[src/rtl/ssm2603_pkg.sv]
// Shared definitions for the SSM2603 I2S ADC receiver: FSM encoding,
// default sample width and the I2S slot width.
package ssm2603_pkg;

    localparam int DATA_W_DEF = 16;
    localparam int I2S_CH_W   = 32;

    localparam logic [1:0] ST_HUNT  = 2'd0;
    localparam logic [1:0] ST_SHIFT = 2'd1;
    localparam logic [1:0] ST_PAD   = 2'd2;

    // Single-cycle rising-edge detect on a synchronized level.
    function automatic logic rise_det(input logic cur, input logic prev);
        return cur & ~prev;
    endfunction

endpackage

[src/rtl/ssm2603_sync.sv]
// Single-bit multi-flop synchronizer with asynchronous active-low clear.
module ssm2603_sync #(
    parameter int SYNC_STAGES = 2
) (
    input  logic i_clk,
    input  logic i_rst_n,
    input  logic i_d,
    output logic o_q
);

    logic [SYNC_STAGES-1:0] r_sync;

    generate
        if (SYNC_STAGES == 1) begin : g_one
            // Single-stage capture
            always_ff @(posedge i_clk or negedge i_rst_n) begin
                if (!i_rst_n) begin
                    r_sync <= 1'b0;
                end else begin
                    r_sync <= i_d;
                end
            end
        end else begin : g_many
            // Shift chain, oldest sample at the MSB
            always_ff @(posedge i_clk or negedge i_rst_n) begin
                if (!i_rst_n) begin
                    r_sync <= {SYNC_STAGES{1'b0}};
                end else begin
                    r_sync <= {r_sync[SYNC_STAGES-2:0], i_d};
                end
            end
        end
    endgenerate

    assign o_q = r_sync[SYNC_STAGES-1];

endmodule

[src/rtl/ssm2603_adc_rx.sv]
// I2S receiver for the SSM2603 ADC path: oversamples BCLK/LRCK/DAT on CLK,
// deserializes left/right words and presents them as a valid/ready pair.
module ssm2603_adc_rx
    import ssm2603_pkg::*;
#(
    parameter int DATA_W      = DATA_W_DEF,
    parameter int SYNC_STAGES = 2
) (
    input  logic              CLK,
    input  logic              RESET_N,
    input  logic              AUD_BCLK,
    input  logic              AUD_ADCLRCK,
    input  logic              AUD_ADCDAT,
    output logic [DATA_W-1:0] SAMPLE_L,
    output logic [DATA_W-1:0] SAMPLE_R,
    output logic              SAMPLE_VALID,
    input  logic              SAMPLE_READY,
    output logic              OVERRUN,
    output logic              FRAME_ERR
);

    localparam int CNT_W = $clog2(DATA_W + 1);

    logic              w_bclk_s;
    logic              w_lrck_s;
    logic              w_dat_s;
    logic              w_tick;
    logic              w_lrck_edge;
    logic [DATA_W-1:0] w_word;
    logic              w_last_bit;
    logic              w_pair_done;
    logic              w_short;

    logic [1:0]        w_state_nxt;
    logic              w_chan_nxt;
    logic [CNT_W-1:0]  w_cnt_nxt;
    logic [DATA_W-1:0] w_shift_nxt;
    logic [DATA_W-1:0] w_left_nxt;
    logic              w_left_vld_nxt;

    logic              r_bclk_d;
    logic              r_lrck_prev;
    logic [1:0]        r_state;
    logic              r_chan;
    logic [CNT_W-1:0]  r_cnt;
    logic [DATA_W-1:0] r_shift;
    logic [DATA_W-1:0] r_left;
    logic              r_left_valid;
    logic [DATA_W-1:0] r_sample_l;
    logic [DATA_W-1:0] r_sample_r;
    logic              r_sample_valid;
    logic              r_overrun;
    logic              r_frame_err;

    ssm2603_sync #(.SYNC_STAGES(SYNC_STAGES)) u_sync_bclk (
        .i_clk   (CLK),
        .i_rst_n (RESET_N),
        .i_d     (AUD_BCLK),
        .o_q     (w_bclk_s)
    );

    ssm2603_sync #(.SYNC_STAGES(SYNC_STAGES)) u_sync_lrck (
        .i_clk   (CLK),
        .i_rst_n (RESET_N),
        .i_d     (AUD_ADCLRCK),
        .o_q     (w_lrck_s)
    );

    ssm2603_sync #(.SYNC_STAGES(SYNC_STAGES)) u_sync_dat (
        .i_clk   (CLK),
        .i_rst_n (RESET_N),
        .i_d     (AUD_ADCDAT),
        .o_q     (w_dat_s)
    );

    assign w_tick      = rise_det(w_bclk_s, r_bclk_d);
    assign w_lrck_edge = w_tick && (w_lrck_s != r_lrck_prev);
    assign w_word      = {r_shift[DATA_W-2:0], w_dat_s};
    assign w_last_bit  = w_tick && (r_state == ST_SHIFT) && !w_lrck_edge
                         && (r_cnt == CNT_W'(DATA_W - 1));
    assign w_pair_done = w_last_bit && r_chan && r_left_valid;
    assign w_short     = w_tick && w_lrck_edge && (r_state == ST_SHIFT);

    // BCLK edge history and LRCK value from the previous bit tick
    always_ff @(posedge CLK or negedge RESET_N) begin
        if (!RESET_N) begin
            r_bclk_d    <= 1'b0;
            r_lrck_prev <= 1'b0;
        end else begin
            r_bclk_d <= w_bclk_s;
            if (w_tick) begin
                r_lrck_prev <= w_lrck_s;
            end else begin
                r_lrck_prev <= r_lrck_prev;
            end
        end
    end

    // Frame FSM; the bit on the LRCK edge tick is the I2S delay slot and is dropped
    always_comb begin
        w_state_nxt    = r_state;
        w_chan_nxt     = r_chan;
        w_cnt_nxt      = r_cnt;
        w_shift_nxt    = r_shift;
        w_left_nxt     = r_left;
        w_left_vld_nxt = r_left_valid;
        if (w_tick) begin
            case (r_state)
                ST_HUNT: begin
                    if (w_lrck_edge && !w_lrck_s) begin
                        w_state_nxt = ST_SHIFT;
                        w_chan_nxt  = 1'b0;
                        w_cnt_nxt   = {CNT_W{1'b0}};
                    end else begin
                        w_state_nxt = ST_HUNT;
                    end
                end
                ST_SHIFT: begin
                    if (w_lrck_edge) begin
                        // Short channel: resynchronize on the next left edge
                        w_state_nxt    = ST_HUNT;
                        w_cnt_nxt      = {CNT_W{1'b0}};
                        w_left_vld_nxt = 1'b0;
                    end else begin
                        w_shift_nxt = w_word;
                        w_cnt_nxt   = r_cnt + CNT_W'(1);
                        if (w_last_bit) begin
                            w_state_nxt = ST_PAD;
                            if (!r_chan) begin
                                w_left_nxt     = w_word;
                                w_left_vld_nxt = 1'b1;
                            end else begin
                                w_left_vld_nxt = 1'b0;
                            end
                        end else begin
                            w_state_nxt = ST_SHIFT;
                        end
                    end
                end
                ST_PAD: begin
                    if (w_lrck_edge) begin
                        w_state_nxt = ST_SHIFT;
                        w_chan_nxt  = ~r_chan;
                        w_cnt_nxt   = {CNT_W{1'b0}};
                    end else begin
                        w_state_nxt = ST_PAD;
                    end
                end
                default: begin
                    w_state_nxt    = ST_HUNT;
                    w_left_vld_nxt = 1'b0;
                end
            endcase
        end else begin
            w_state_nxt = r_state;
        end
    end

    // FSM and deserializer state registers
    always_ff @(posedge CLK or negedge RESET_N) begin
        if (!RESET_N) begin
            r_state      <= ST_HUNT;
            r_chan       <= 1'b0;
            r_cnt        <= {CNT_W{1'b0}};
            r_shift      <= {DATA_W{1'b0}};
            r_left       <= {DATA_W{1'b0}};
            r_left_valid <= 1'b0;
        end else begin
            r_state      <= w_state_nxt;
            r_chan       <= w_chan_nxt;
            r_cnt        <= w_cnt_nxt;
            r_shift      <= w_shift_nxt;
            r_left       <= w_left_nxt;
            r_left_valid <= w_left_vld_nxt;
        end
    end

    // Output holding register with valid/ready handshake and error pulses
    always_ff @(posedge CLK or negedge RESET_N) begin
        if (!RESET_N) begin
            r_sample_l     <= {DATA_W{1'b0}};
            r_sample_r     <= {DATA_W{1'b0}};
            r_sample_valid <= 1'b0;
            r_overrun      <= 1'b0;
            r_frame_err    <= 1'b0;
        end else begin
            r_frame_err <= w_short;
            if (w_pair_done) begin
                if (!r_sample_valid || SAMPLE_READY) begin
                    r_sample_l     <= r_left;
                    r_sample_r     <= w_word;
                    r_sample_valid <= 1'b1;
                    r_overrun      <= 1'b0;
                end else begin
                    r_sample_valid <= 1'b1;
                    r_overrun      <= 1'b1;
                end
            end else if (r_sample_valid && SAMPLE_READY) begin
                r_sample_valid <= 1'b0;
                r_overrun      <= 1'b0;
            end else begin
                r_sample_valid <= r_sample_valid;
                r_overrun      <= 1'b0;
            end
        end
    end

    assign SAMPLE_L     = r_sample_l;
    assign SAMPLE_R     = r_sample_r;
    assign SAMPLE_VALID = r_sample_valid;
    assign OVERRUN      = r_overrun;
    assign FRAME_ERR    = r_frame_err;

endmodule

[config.mk]
export PLATFORM = sky130hd
export DESIGN_NAME = ssm2603_adc_rx
export DESIGN_NICKNAME = d
export VERILOG_FILES = /design/src/rtl/ssm2603_pkg.sv /design/src/rtl/ssm2603_sync.sv /design/src/rtl/ssm2603_adc_rx.sv
export SDC_FILE = /design/constraint.sdc
export NUM_CORES = 1
export LEC_CHECK = 0
export ABC_CLOCK_PERIOD_IN_PS = 3800
export CORE_ASPECT_RATIO = 0.9
export CORE_MARGIN = 1
export CORE_UTILIZATION = 59
export CTS_CLUSTER_DIAMETER = 120
export DETAILED_ROUTE_END_ITERATION = 7
export MAX_ROUTING_LAYER = met4
export PLACE_DENSITY = 0.84
export SYNTH_ARGS = -nofsm -noshare
export SYNTH_HDL_FRONTEND = slang
export SYNTH_HIERARCHICAL = 1
export SYNTH_SLANG_ARGS = --single-unit
[constraint.sdc]
create_clock -name CLK -period 3.8 [get_ports CLK]
set_input_delay 0.76 -clock CLK [delete_from_list [all_inputs] [get_ports CLK]]
set_output_delay 0.76 -clock CLK [all_outputs]
set_load 0.02 [all_outputs]
Word level (Yosys, flattened, before mapping)
Cells that the tools add are included.
- $add $sub $neg: 1
- equality and inequality tests: 7
- muxes and demuxes: 20
- bitwise operators: 5
- reductions and logical operators: 25
- operators with widths (kind ; count):
    $mux 5 ; 3
    $pmux 5 s3 ; 1
    $logic_and 1x1->1 ; 10
    $mux 1 ; 10
    $reduce_and 4->1 ; 2
    $mux 2 ; 3
    $pmux 2 s3 ; 1
    $reduce_and 3->1 ; 2
    $add 5x1->5 const B ; 1
    $eq 5x4->1 const B ; 1
    $reduce_and 5->1 ; 1
    $ne 2x2->1 const B ; 2
    $not 1->1 ; 4
    $pmux 1 s2 ; 2
    $reduce_bool 2->1 ; 2
    $logic_not 1->1 ; 3
    $ne 3x3->1 const B ; 1
    $reduce_bool 3->1 ; 1
    $eq 2x1->1 const B ; 1
    $eq 2x2->1 const B ; 1
    $logic_not 2->1 ; 1
    $reduce_and 2->1 ; 1
    $reduce_or 2->1 ; 1
    $and 1x1->1 ; 1
    2 further kinds ; 2
- register bits: 83
- input bits: 6
- output and inout bits: 35
- logic and storage cells: 74

Depth between registers and ports, before layout
- depth after elaboration: 9
- gate-level depth with buffers: 8
- depth with buffers taken out: 7

Hierarchy
The synthesis kept the hierarchy.
- by module, submodules not included (module ; instances ; cells each ; area each (µm²) ; sequential area each (µm²)):
    ssm2603_adc_rx ; 1 ; 209 ; 3294.4 ; 1926.8
    ssm2603_sync ; 3 ; 2 ; 50.0 ; 50.0

Least setup slack after synthesis
Ideal clock, no wire load.
- path kind: register -> register
- start point: reg r_cnt[0]
- end point: reg r_sample_l[0] (netlist: SAMPLE_L[0])
- library setup time: 0.125 ns
- data arrival time: 1.808 ns
- data required time: 3.675 ns
- slack: 1.867 ns
- stages on the path, launching flop included: 9
- buffers on the path: 2
- period minus slack after synthesis: 1.933 ns
- cells stage by stage: dfrtp_1 -> ha_1 -> and3_1 -> ha_1 -> nand4_4 -> nor2b_2 -> buf_6 -> buf_12 -> mux2_4
- longest elaborated chain between the ends: 5
- ends and longest elaborated chain (what ; RTL line ; RTL):
    start, declared ; ssm2603_adc_rx.sv:45 ; logic [CNT_W-1:0] r_cnt;
    start signal, assigned ; ssm2603_adc_rx.sv:164 ; r_cnt <= {CNT_W{1'b0}};
    start signal, assigned ; ssm2603_adc_rx.sv:171 ; r_cnt <= w_cnt_nxt;
    $eq 5x4->1 ; ssm2603_adc_rx.sv:80 ; && (r_cnt == CNT_W'(DATA_W - 1));
    $logic_and 1x1->1 ; ssm2603_adc_rx.sv:80 ;
    $logic_and 1x1->1 (2 in a row) ; ssm2603_adc_rx.sv:81 ; assign w_pair_done = w_last_bit && r_chan && r_left_valid;
    $reduce_and 2->1 (no source line) ; -- ;
    end signal, assigned ; ssm2603_adc_rx.sv:181 ; r_sample_l <= {DATA_W{1'b0}};
    end signal, assigned ; ssm2603_adc_rx.sv:190 ; r_sample_l <= r_left;
    end, declared ; ssm2603_adc_rx.sv:49 ; logic [DATA_W-1:0] r_sample_l;
Every way passes these cells.
A chain may end at the register's enable or synchronous reset.

Worst setup path after layout
- start point: reg r_cnt[0]
- end point: reg r_sample_r[0] (netlist: SAMPLE_R[0])
- longest elaborated chain between the ends: 5
- ends and longest elaborated chain (what ; RTL line ; RTL):
    $eq 5x4->1 ; ssm2603_adc_rx.sv:80 ;
    $logic_and 1x1->1 ; ssm2603_adc_rx.sv:80 ;
    $logic_and 1x1->1 (2 in a row) ; ssm2603_adc_rx.sv:81 ;
    $reduce_and 2->1 (no source line) ; -- ;
    end signal, assigned ; ssm2603_adc_rx.sv:182 ; r_sample_r <= {DATA_W{1'b0}};
    end signal, assigned ; ssm2603_adc_rx.sv:191 ; r_sample_r <= w_word;
    end, declared ; ssm2603_adc_rx.sv:50 ; logic [DATA_W-1:0] r_sample_r;
Every way passes these cells.

==> qor.csv <==
metric,value,unit
internal power,1.32,mW
# setup viols final,0,
ANT nets after route,0,
switching power summed over all nets,0.422,mW
"commonest cells after routing, fill and taps aside","dfrtp_1, clkdlybuf4s50_1, mux2_2, mux2_4, nand2_1",
Layout Cells excl Fill,332,
PwrDens,431,mW/mm²
Design Power,1.74,mW
Clock Latency Late Sink,350,ps
largest net degree at the start of global routing,84,
Tmin final,2560,ps
Syn Nets,223,
Slew headroom,33.5,%
Tightest Hold Check Type,reg -> reg,
nets,265,
IO Port Bufs,40,
"Avg Cell Area, Syn",16.0,µm²
cts repair resizes,0,
status,finished clean,
H-tree Lvls,3,
total global-route track usage,20.8,%
Core ar.,0.00566,mm²
placed insts,316,
DRT Pass-1 Iters,4,
Fin Clk Skew,7.74,ps
via count,1810,
global-route wire length before repair,8800,µm
crit path DAT,2790,ps
Met3 Wirelength,256,µm
"commonest non-fill, non-tap cell in the layout",dfrtp_1,
final period utilization,67.3,%
worst slew pin tran,997,ps
final-report max-slew violation count,0,
Post-CTS Setup Repair Bufs,0,
Synth Flop Type,dfrtp_1,
Sw Ratio,24.2,%
RSZ-0062 raised after global routing,false,
"Distinct cells, synth",40,
DRT iter0 DRCs,85,
Area Overhead vs Synth,17.3,%
Die Span Y,74.5,µm
M1 WL,2450,µm
Critical Path Sink Type,flip-flop,
Inserted Diodes,0,
Clock transition at path regs,80,ps
drt drc,0,
CTS Hold Bufs,0,
CTS tree,yes,
DR top layer,met4,
die area,0.00615,mm²
wire per inst,16.0,µm
register area share after synthesis,60.3,%
Die W,82.5,µm
CTS root buf,clkbuf_8,
I/O pin cnt,41,
f_max,391,MHz
final hold vios,0,
number of synthesized flops with an enable pin,0,
clk buf depth,2,
Critical Path RT,4030,ps
worst vdd ir,0.297,mV
Crit Path Category,reg -> reg,
initial antenna violation count,0,
GP Congestion,0.801,
WL final,5300,µm
layout cells sized above 1,34.0,%
setup TNS,0,ps
Leakage,1.95,nW
Post-synth ARST share,100,%
Clock Power Share,35.5,%
CTS Buf Count,9,
logic gate share of total power,7.1,%
metal2 WL,2540,µm
vias in the first global route,1790,
maxcap violations,0,
Worst Setup Start Kind,flip-flop,
CTS sink cnt,83,
Starting Density,60.9,%
vias per inst,5.45,
worst-path maximum fanout,18,
Netlist Area Pre-Place,0.00344,mm²
worst hold margin,359,ps
site row count,26,
Seq cells post-synth,83,
hpwl dp,3410,µm
grt ovf,0,
Post-Syn Instances,215,
yosys warns,6,
Reg power frac,57.4,%
[worst paths after layout]
check | start | endpoint | slack (ps) | cells past startpoint
min reg2reg | u_sync_lrck/r_sync[0] | u_sync_lrck/r_sync[1] | 360 | 0
min | u_sync_lrck/r_sync[0] | u_sync_lrck/r_sync[1] | 360 | 0
max in group asynchronous | RESET_N | SAMPLE_L[0] | 2590 | 1
max | r_cnt[0] | SAMPLE_R[0] | 1240 | 7
max reg2reg | r_cnt[0] | SAMPLE_R[0] | 1240 | 7
min in group asynchronous | RESET_N | SAMPLE_L[8] | 550 | 1
[Yosys cell counts (all sizes together), types with 2 or more instances]
| library cell | n | area (µm²) |
|---|---|---|
| o311ai | 2 | 25.0 |
| clkbuf | 2 | 7.51 |
| a32o | 2 | 20.0 |
| xor2 | 2 | 17.5 |
| nor2b | 2 | 15.0 |
| a21oi | 2 | 10.0 |
| dfrtp | 83 | 2080 |
| o21ai | 7 | 35.0 |
| nand4 | 2 | 27.5 |
| a211oi | 2 | 15.0 |
| nand2 | 13 | 51.3 |
| nor2 | 2 | 7.51 |
| nand3 | 2 | 10.0 |
| nand2b | 4 | 25.0 |
| ha | 2 | 25.0 |
| buf | 8 | 100 |
| mux2 | 63 | 822 |
[metal layers]
layer  up-vias  track usage (%)
met5         -                -
met4         0             6.32
met3         6             7.73
met2        45             31.3
met1       907             26.3
li1        852                -
[state kept, by name, summed over array words and instances (netlist names), 5 cells and up]
signal / count
SAMPLE_L: 16
SAMPLE_R: 16
r_cnt: 5
r_left: 16
r_shift: 15
[worst max-delay path, cell delays in order (launching register included)]
cell and delay [ps]:
dfrtp_1 390, ha_1 200, and3_1 160, ha_1 350
nand4_4 160, nor2b_4 600, buf_12 260, mux2_4 310
[metrics by stage]
stage | util, % | area [µm²] | setup slack (ps)
after floorplan | - | 3440 | 1870
after global placement | 68.0 | 3850 | 1150
after detailed placement | 68.0 | 3850 | 1110
after CTS | 71.4 | 4040 | 1220
after global routing | 71.4 | 4040 | 1070
final | 71.4 | 4040 | 1240
[layout make-up]
cell class | instances | area, µm²
clock buffer | 11 | 141
clock inverter | 5 | 52.6
fill | 403 | 1620
inverter | 1 | 3.75
multi-input combinational | 121 | 1260
sequential | 83 | 2080
tap | 70 | 87.6
timing repair buffer | 41 | 418
[power groups by stage]
stage / clock network (mW) / logic, mW / registers, mW
2_1_floorplan: 0 / 0.100 / 0.991
3_3_place_gp: 0 / 0.120 / 1.01
3_5_place_dp: 0 / 0.126 / 1.02
4_1_cts: 0.636 / 0.128 / 1.00
5_1_grt: 0.670 / 0.141 / 1.01
6_report: 0.619 / 0.125 / 1.00
[cell families after synthesis]
| logic type | Yosys count | synth area share [%] |
|---|---|---|
| flip-flops | 83 | 60.3 |
| multiplexers | 64 | 24.2 |
| AND/OR/NAND/NOR | 35 | 6.68 |
| AO/OA/AOI/OAI | 17 | 3.60 |
| buffers and inverters | 11 | 3.23 |
| XOR/XNOR | 3 | 1.31 |
| adder cells (fa/ha/maj) | 2 | 0.726 |
Power figures use the tool's default switching activity.
